`src/rtl/fetch_unit.sv`:
```
// Instruction fetch and operand-address stage feeding the decoder.
// mem_addr_o/mem_rd_o are registered; read data is expected on mem_data_i while they are presented.
module fetch_unit #(
  parameter int unsigned           REG_WIDTH  = 8,
  parameter int unsigned           ADDR_WIDTH = 16,
  parameter logic [ADDR_WIDTH-1:0] RESET_PC   = '0
) (
  input  logic                  clk_i,
  input  logic                  reset_ni,
  output logic [ADDR_WIDTH-1:0] mem_addr_o,
  output logic                  mem_rd_o,
  input  logic [REG_WIDTH-1:0]  mem_data_i,
  input  logic [REG_WIDTH-1:0]  x_in_i,
  input  logic [REG_WIDTH-1:0]  y_in_i,
  output logic [REG_WIDTH-1:0]  instruction_out_o,
  output logic [REG_WIDTH-1:0]  imm_out_o,
  output logic [ADDR_WIDTH-1:0] addr_o,
  output logic                  instruction_ready_o,
  input  logic                  instruction_done_i,
  input  logic                  pc_load_i,
  input  logic [ADDR_WIDTH-1:0] pc_in_i,
  output logic [ADDR_WIDTH-1:0] pc_out_o
);

  typedef enum logic [2:0] {
    StFetch,
    StWaitOp,
    StOpl,
    StOph,
    StPtrl,
    StPtrh,
    StReady
  } state_e;

  localparam logic [2:0] ModeXInd = 3'b000;
  localparam logic [2:0] ModeZpg  = 3'b001;
  localparam logic [2:0] ModeImm  = 3'b010;
  localparam logic [2:0] ModeAbs  = 3'b011;
  localparam logic [2:0] ModeIndY = 3'b100;
  localparam logic [2:0] ModeZpgX = 3'b101;
  localparam logic [2:0] ModeAbsY = 3'b110;
  localparam logic [2:0] ModeAbsX = 3'b111;

  state_e                  state_q, state_d;
  logic [ADDR_WIDTH-1:0]   pc_q, pc_d;
  logic [ADDR_WIDTH-1:0]   mem_addr_q, mem_addr_d;
  logic                    mem_rd_q, mem_rd_d;
  logic [REG_WIDTH-1:0]    opcode_q, opcode_d;
  logic [REG_WIDTH-1:0]    imm_q, imm_d;
  logic [REG_WIDTH-1:0]    ptr_lo_q, ptr_lo_d;
  logic [REG_WIDTH-1:0]    zp_hi_q, zp_hi_d;
  logic [REG_WIDTH-1:0]    idx_q, idx_d;
  logic [ADDR_WIDTH-1:0]   addr_q, addr_d;

  logic [2:0]              mode;
  logic [REG_WIDTH-1:0]    zp_ptr;
  logic [ADDR_WIDTH-1:0]   abs_base;

  assign mode = opcode_q[4:2];

  always_comb begin
    state_d    = state_q;
    pc_d       = pc_q;
    mem_addr_d = mem_addr_q;
    mem_rd_d   = 1'b0;
    opcode_d   = opcode_q;
    imm_d      = imm_q;
    ptr_lo_d   = ptr_lo_q;
    zp_hi_d    = zp_hi_q;
    idx_d      = idx_q;
    addr_d     = addr_q;
    zp_ptr     = '0;
    abs_base   = ADDR_WIDTH'({mem_data_i, imm_q});

    unique case (state_q)
      StFetch: begin
        mem_addr_d = pc_q;
        mem_rd_d   = 1'b1;
        pc_d       = pc_q + ADDR_WIDTH'(1);
        state_d    = StWaitOp;
      end
      StWaitOp: begin
        opcode_d   = mem_data_i;
        mem_addr_d = pc_q;
        mem_rd_d   = 1'b1;
        pc_d       = pc_q + ADDR_WIDTH'(1);
        state_d    = StOpl;
      end
      StOpl: begin
        imm_d = mem_data_i;
        unique case (mode)
          ModeAbs, ModeAbsX, ModeAbsY: begin
            mem_addr_d = pc_q;
            mem_rd_d   = 1'b1;
            pc_d       = pc_q + ADDR_WIDTH'(1);
            state_d    = StOph;
          end
          ModeXInd, ModeIndY: begin
            // Pointer stays in zero page: the hi-byte address wraps within REG_WIDTH.
            zp_ptr     = (mode == ModeXInd) ? mem_data_i + x_in_i : mem_data_i;
            mem_addr_d = ADDR_WIDTH'(zp_ptr);
            mem_rd_d   = 1'b1;
            zp_hi_d    = zp_ptr + REG_WIDTH'(1);
            state_d    = StPtrl;
          end
          ModeImm: begin
            // mem_addr_q still holds the operand byte address here.
            addr_d  = mem_addr_q;
            state_d = StReady;
          end
          ModeZpg: begin
            addr_d  = ADDR_WIDTH'(mem_data_i);
            state_d = StReady;
          end
          ModeZpgX: begin
            zp_ptr  = mem_data_i + x_in_i;
            addr_d  = ADDR_WIDTH'(zp_ptr);
            state_d = StReady;
          end
          default: state_d = StFetch;
        endcase
      end
      StOph: begin
        if (mode == ModeAbsX) begin
          addr_d = abs_base + ADDR_WIDTH'(x_in_i);
        end else if (mode == ModeAbsY) begin
          addr_d = abs_base + ADDR_WIDTH'(y_in_i);
        end else begin
          addr_d = abs_base;
        end
        state_d = StReady;
      end
      StPtrl: begin
        ptr_lo_d   = mem_data_i;
        mem_addr_d = ADDR_WIDTH'(zp_hi_q);
        mem_rd_d   = 1'b1;
        idx_d      = (mode == ModeIndY) ? y_in_i : '0;
        state_d    = StPtrh;
      end
      StPtrh: begin
        addr_d  = ADDR_WIDTH'({mem_data_i, ptr_lo_q}) + ADDR_WIDTH'(idx_q);
        state_d = StReady;
      end
      StReady: begin
        if (instruction_done_i) begin
          if (pc_load_i) begin
            pc_d = pc_in_i;
          end
          state_d = StFetch;
        end
      end
      default: state_d = StFetch;
    endcase
  end

  always_ff @(posedge clk_i or negedge reset_ni) begin
    if (!reset_ni) begin
      state_q    <= StFetch;
      pc_q       <= RESET_PC;
      mem_addr_q <= '0;
      mem_rd_q   <= 1'b0;
      opcode_q   <= '0;
      imm_q      <= '0;
      ptr_lo_q   <= '0;
      zp_hi_q    <= '0;
      idx_q      <= '0;
      addr_q     <= '0;
    end else begin
      state_q    <= state_d;
      pc_q       <= pc_d;
      mem_addr_q <= mem_addr_d;
      mem_rd_q   <= mem_rd_d;
      opcode_q   <= opcode_d;
      imm_q      <= imm_d;
      ptr_lo_q   <= ptr_lo_d;
      zp_hi_q    <= zp_hi_d;
      idx_q      <= idx_d;
      addr_q     <= addr_d;
    end
  end

  assign mem_addr_o          = mem_addr_q;
  assign mem_rd_o            = mem_rd_q;
  assign instruction_out_o   = opcode_q;
  assign imm_out_o           = imm_q;
  assign addr_o              = addr_q;
  assign instruction_ready_o = (state_q == StReady);
  assign pc_out_o            = pc_q;

endmodule

```
`config.mk`:
```
export PLATFORM = sky130hd
export DESIGN_NAME = fetch_unit
export DESIGN_NICKNAME = d
export VERILOG_FILES = /design/src/rtl/fetch_unit.sv
export SDC_FILE = /design/constraint.sdc
export NUM_CORES = 1
export LEC_CHECK = 0
export BUFFER_PORTS_ARGS = -buffer_cell sky130_fd_sc_hd__buf_2
export CORE_MARGIN = 4
export CORE_UTILIZATION = 40
export DETAILED_ROUTE_END_ITERATION = 16
export HOLD_SLACK_MARGIN = 0.15
export PLACE_DENSITY = 0.62
export SYNTH_ARGS = -nofsm -noshare
export SYNTH_HDL_FRONTEND = slang
export SYNTH_SLANG_ARGS = --single-unit
```
`constraint.sdc`:
```
create_clock -name clk_i -period 3 [get_ports clk_i]
set_clock_uncertainty 0.05 [all_clocks]
set_input_delay 0.75 -clock clk_i [delete_from_list [all_inputs] [get_ports clk_i]]
set_output_delay 0.75 -clock clk_i [all_outputs]
set_load 0.05 [all_outputs]
```
==> impl_metrics.yaml <==
outcome:
  outcome: "complete, no violations"
synthesis:
  synth_area_leaders: "dfrtp_1 35%, nand2_1 6.4%, ha_1 6.3%, o21ai_0 5.5%, a21oi_1 4.8%"
  yosysWarnings: 0
  yosysTopAreaCell: "dfrtp_1"
  yosys.cell_types.count: 73
  syn_inst: 779
  synth.most_common_cell: "nand2_1"
  ys_ff_latch: 92
  synthesis.nets: 860
  async_reset_ff_share_pct: 100
  syn_avg_cell_area_um2: 8.40
  synthFlopType: "dfrtp_1"
  synth_common_cells: "112 x nand2_1, 92 x dfrtp_1, 72 x o21ai_0"
  synth_edf_count: 0
  synth_top_area_share_pct: 35.2
  syn-cell-area_um2: 6550
  synth-seq-area-share_pct: 35.2
timing:
  max_freq_ghz: 0.362
  rsz0062_at_grt: "false"
  whs_ps: 233
  finalCriticalPeriod_ps: 2770
  slew_headroom_pct: 24.8
  finalHoldViolations: 0
  setup_viol: 0
  fin_crit_sh_pct: 92.2
  max_slew.worst_pin.slew_ps: 1120
  report.final.slew_viol_count: 0
  timing.final.ws_setup_ps: 235
global_route:
  grt_max_degree: 49
  busiest_layer: "met2"
  grt_use_met3_pct: 5.14
  first_global_vias: 5969
  grt_pass1_wl_mm: 32.7
  grt_usage_pct: 22.9
  gr-total-overflow: 0
  antenna_found_initial: 0
  grt.met2_usage_pct: 35.8
  gr-usage-met1_pct: 32.1
placement:
  gp_congestion: 0.905
  hpwl_mm: 15.7
  numPortBuffers: 109
  pre_cts_ws_ps: -55.7
layout:
  drive_gt1_share_pct: 21.8
  postLayoutCoreUtil_pct: 48.7
  areaGrowthSynthToFinish_pct: 18.6
  diodes: 0
  layout.nets: 975
  nFillCells: 1631
critical_path:
  cp.arrival_ps: 2940
  crit_type: "flip-flop to flip-flop"
  cp_data_required_time_ps: 3180
  worst-path-max-fanout: 3
  crit_path_end_kind: "flip-flop"
  start_kind: "flip-flop"
clock_network:
  ctsResizeCount: 0
  cts_htree_levels: 3
  cts_buffers: 9
  clkTransAtPathRegs_ps: 70
  cts_tree: "done"
  clkSinkCount: 92
  ctsLongestPathBuffers: 2
  cts_setup_buffers: 0
  clk_latency_ps: 360
  clockRootBuffer: "clkbuf_16"
  cts_hold_buf: 0
floorplan:
  fp.dieW_um: 136
  rows: 46
  die-area_um2: 18500
  initial_core_util_pct: 41.1
  io_pins: 110
  core-area_um2: 15900
  die_h_um: 136
power:
  irDropWorstVdd_uv: 954
  p_leak_uw: 0.00352
  power.density_nw_per_um2: 1310
flow_run:
  cap_violations: 0
detailed_routing:
  vias_per_cell: 5.70
  first_iter_violations: 527
  wl_per_cell_um: 18.8
  ant_nets: 0
  routed_wl_mm: 20.9
  num_vias: 6355
  drt_first_pass_iters: 5
  drcViolationCount: 0
hold_path:
  min_path_type: "primary input to async pin"
==> flip-flops by register name, summed over array words and instances (netlist names) <==
signal             flops
mem_addr_o            16
addr_o                16
state_q                3
ptr_lo_q               8
instruction_out_o      8
zp_hi_q                8
pc_out_o              16
idx_q                  8
mem_rd_o               1
imm_out_o              8
==> metrics by stage <==
step           TNS (ps)  cells  instance area [um2]  power, uW
2_1_floorplan         0    779                 6550       7260
3_3_place_gp      -11.5   1099                 7490       9040
3_5_place_dp       -163   1099                 7490       9090
4_1_cts               0   1115                 7760      10200
5_1_grt               0   1115                 7760      11000
6_report              0   1115                 7760      10200
==> area by class of cell <==
| class | count | area (um2) | share of cell area [%] |
|---|---|---|---|
| multi-input cells | 624 | 3980 | 51.3 |
| flip-flops and latches | 92 | 2300 | 29.7 |
| clock buffers | 11 | 233 | 3.00 |
| repair buffers | 153 | 891 | 11.5 |
| clock inverters | 5 | 35.0 | 0.451 |
| well taps | 216 | 270 | 3.48 |
| inverters | 14 | 52.6 | 0.677 |
==> placed cells by master, fill, tap and decap left out, types with 7 or more instances in the layout <==
cell type / count
dfrtp_1: 92
a221oi_1: 9
ha_1: 33
nor2b_1: 9
buf_4: 44
o21ai_0: 72
mux2i_1: 8
and3_1: 19
nor3_1: 20
a21o_1: 11
a31oi_1: 12
o21a_1: 7
nand2_1: 112
xor2_1: 9
xnor2_1: 16
a211oi_1: 15
buf_2: 108
nor2_1: 53
a22o_1: 10
nand3_1: 22
o22ai_1: 12
a21oi_1: 63
clkbuf_16: 9
inv_1: 13
mux2_2: 16
==> kinds of logic after synthesis <==
kind of cell    count (synthesis)  synth area share (%)
mux                            24                  3.98
xor+xnor                       25                  3.35
fa+ha+maj                      37                  7.53
flops                          92                  35.2
simple gates                  280                  20.4
buf+inv                        63                  4.03
compound gates                258                  25.6
==> worst max-delay path: stages, from the launching register on <==
cell	delay, ps
dfrtp_1	400
ha_1	210
fa_1	410
a21o_1	220
a221o_1	350
a21boi_0	360
nor3_1	100
xor2_1	160
a221oi_1	280
nand3_1	100
==> routing by layer <==
metal  wire (um)  share of wire (%)
met5           0                  0
met4         303                1.4
met3        1280                6.1
met2        9580                 46
met1        9780                 47
==> report_power, final <==
part           leakage [uW]  internal [uW]  switching [uW]  total [uW]
Clock              0.000130            566             518        1080
Sequential          0.00111           1870             694        2570
Combinational       0.00228           2160            4390        6540
==> worst paths after layout <==
| kind | from | endpoint | slack, ps | cells after the start |
|---|---|---|---|---|
| max reg2reg | idx_q[0]$_DFFE_PN0P_ | addr_o[12]$_DFFE_PN0P_ | 230 | 9 |
| min | reset_ni | imm_out_o[0]$_DFFE_PN0P_ | 230 | 1 |
| min in group clk_i | zp_hi_q[1]$_DFFE_PN0P_ | zp_hi_q[1]$_DFFE_PN0P_ | 430 | 2 |
| max in group asynchronous | reset_ni | zp_hi_q[3]$_DFFE_PN0P_ | 2020 | 2 |
| max | idx_q[0]$_DFFE_PN0P_ | addr_o[12]$_DFFE_PN0P_ | 230 | 9 |
| min reg2reg | zp_hi_q[1]$_DFFE_PN0P_ | zp_hi_q[1]$_DFFE_PN0P_ | 430 | 2 |
No activity file was read; power rests on OpenSTA's default activity.
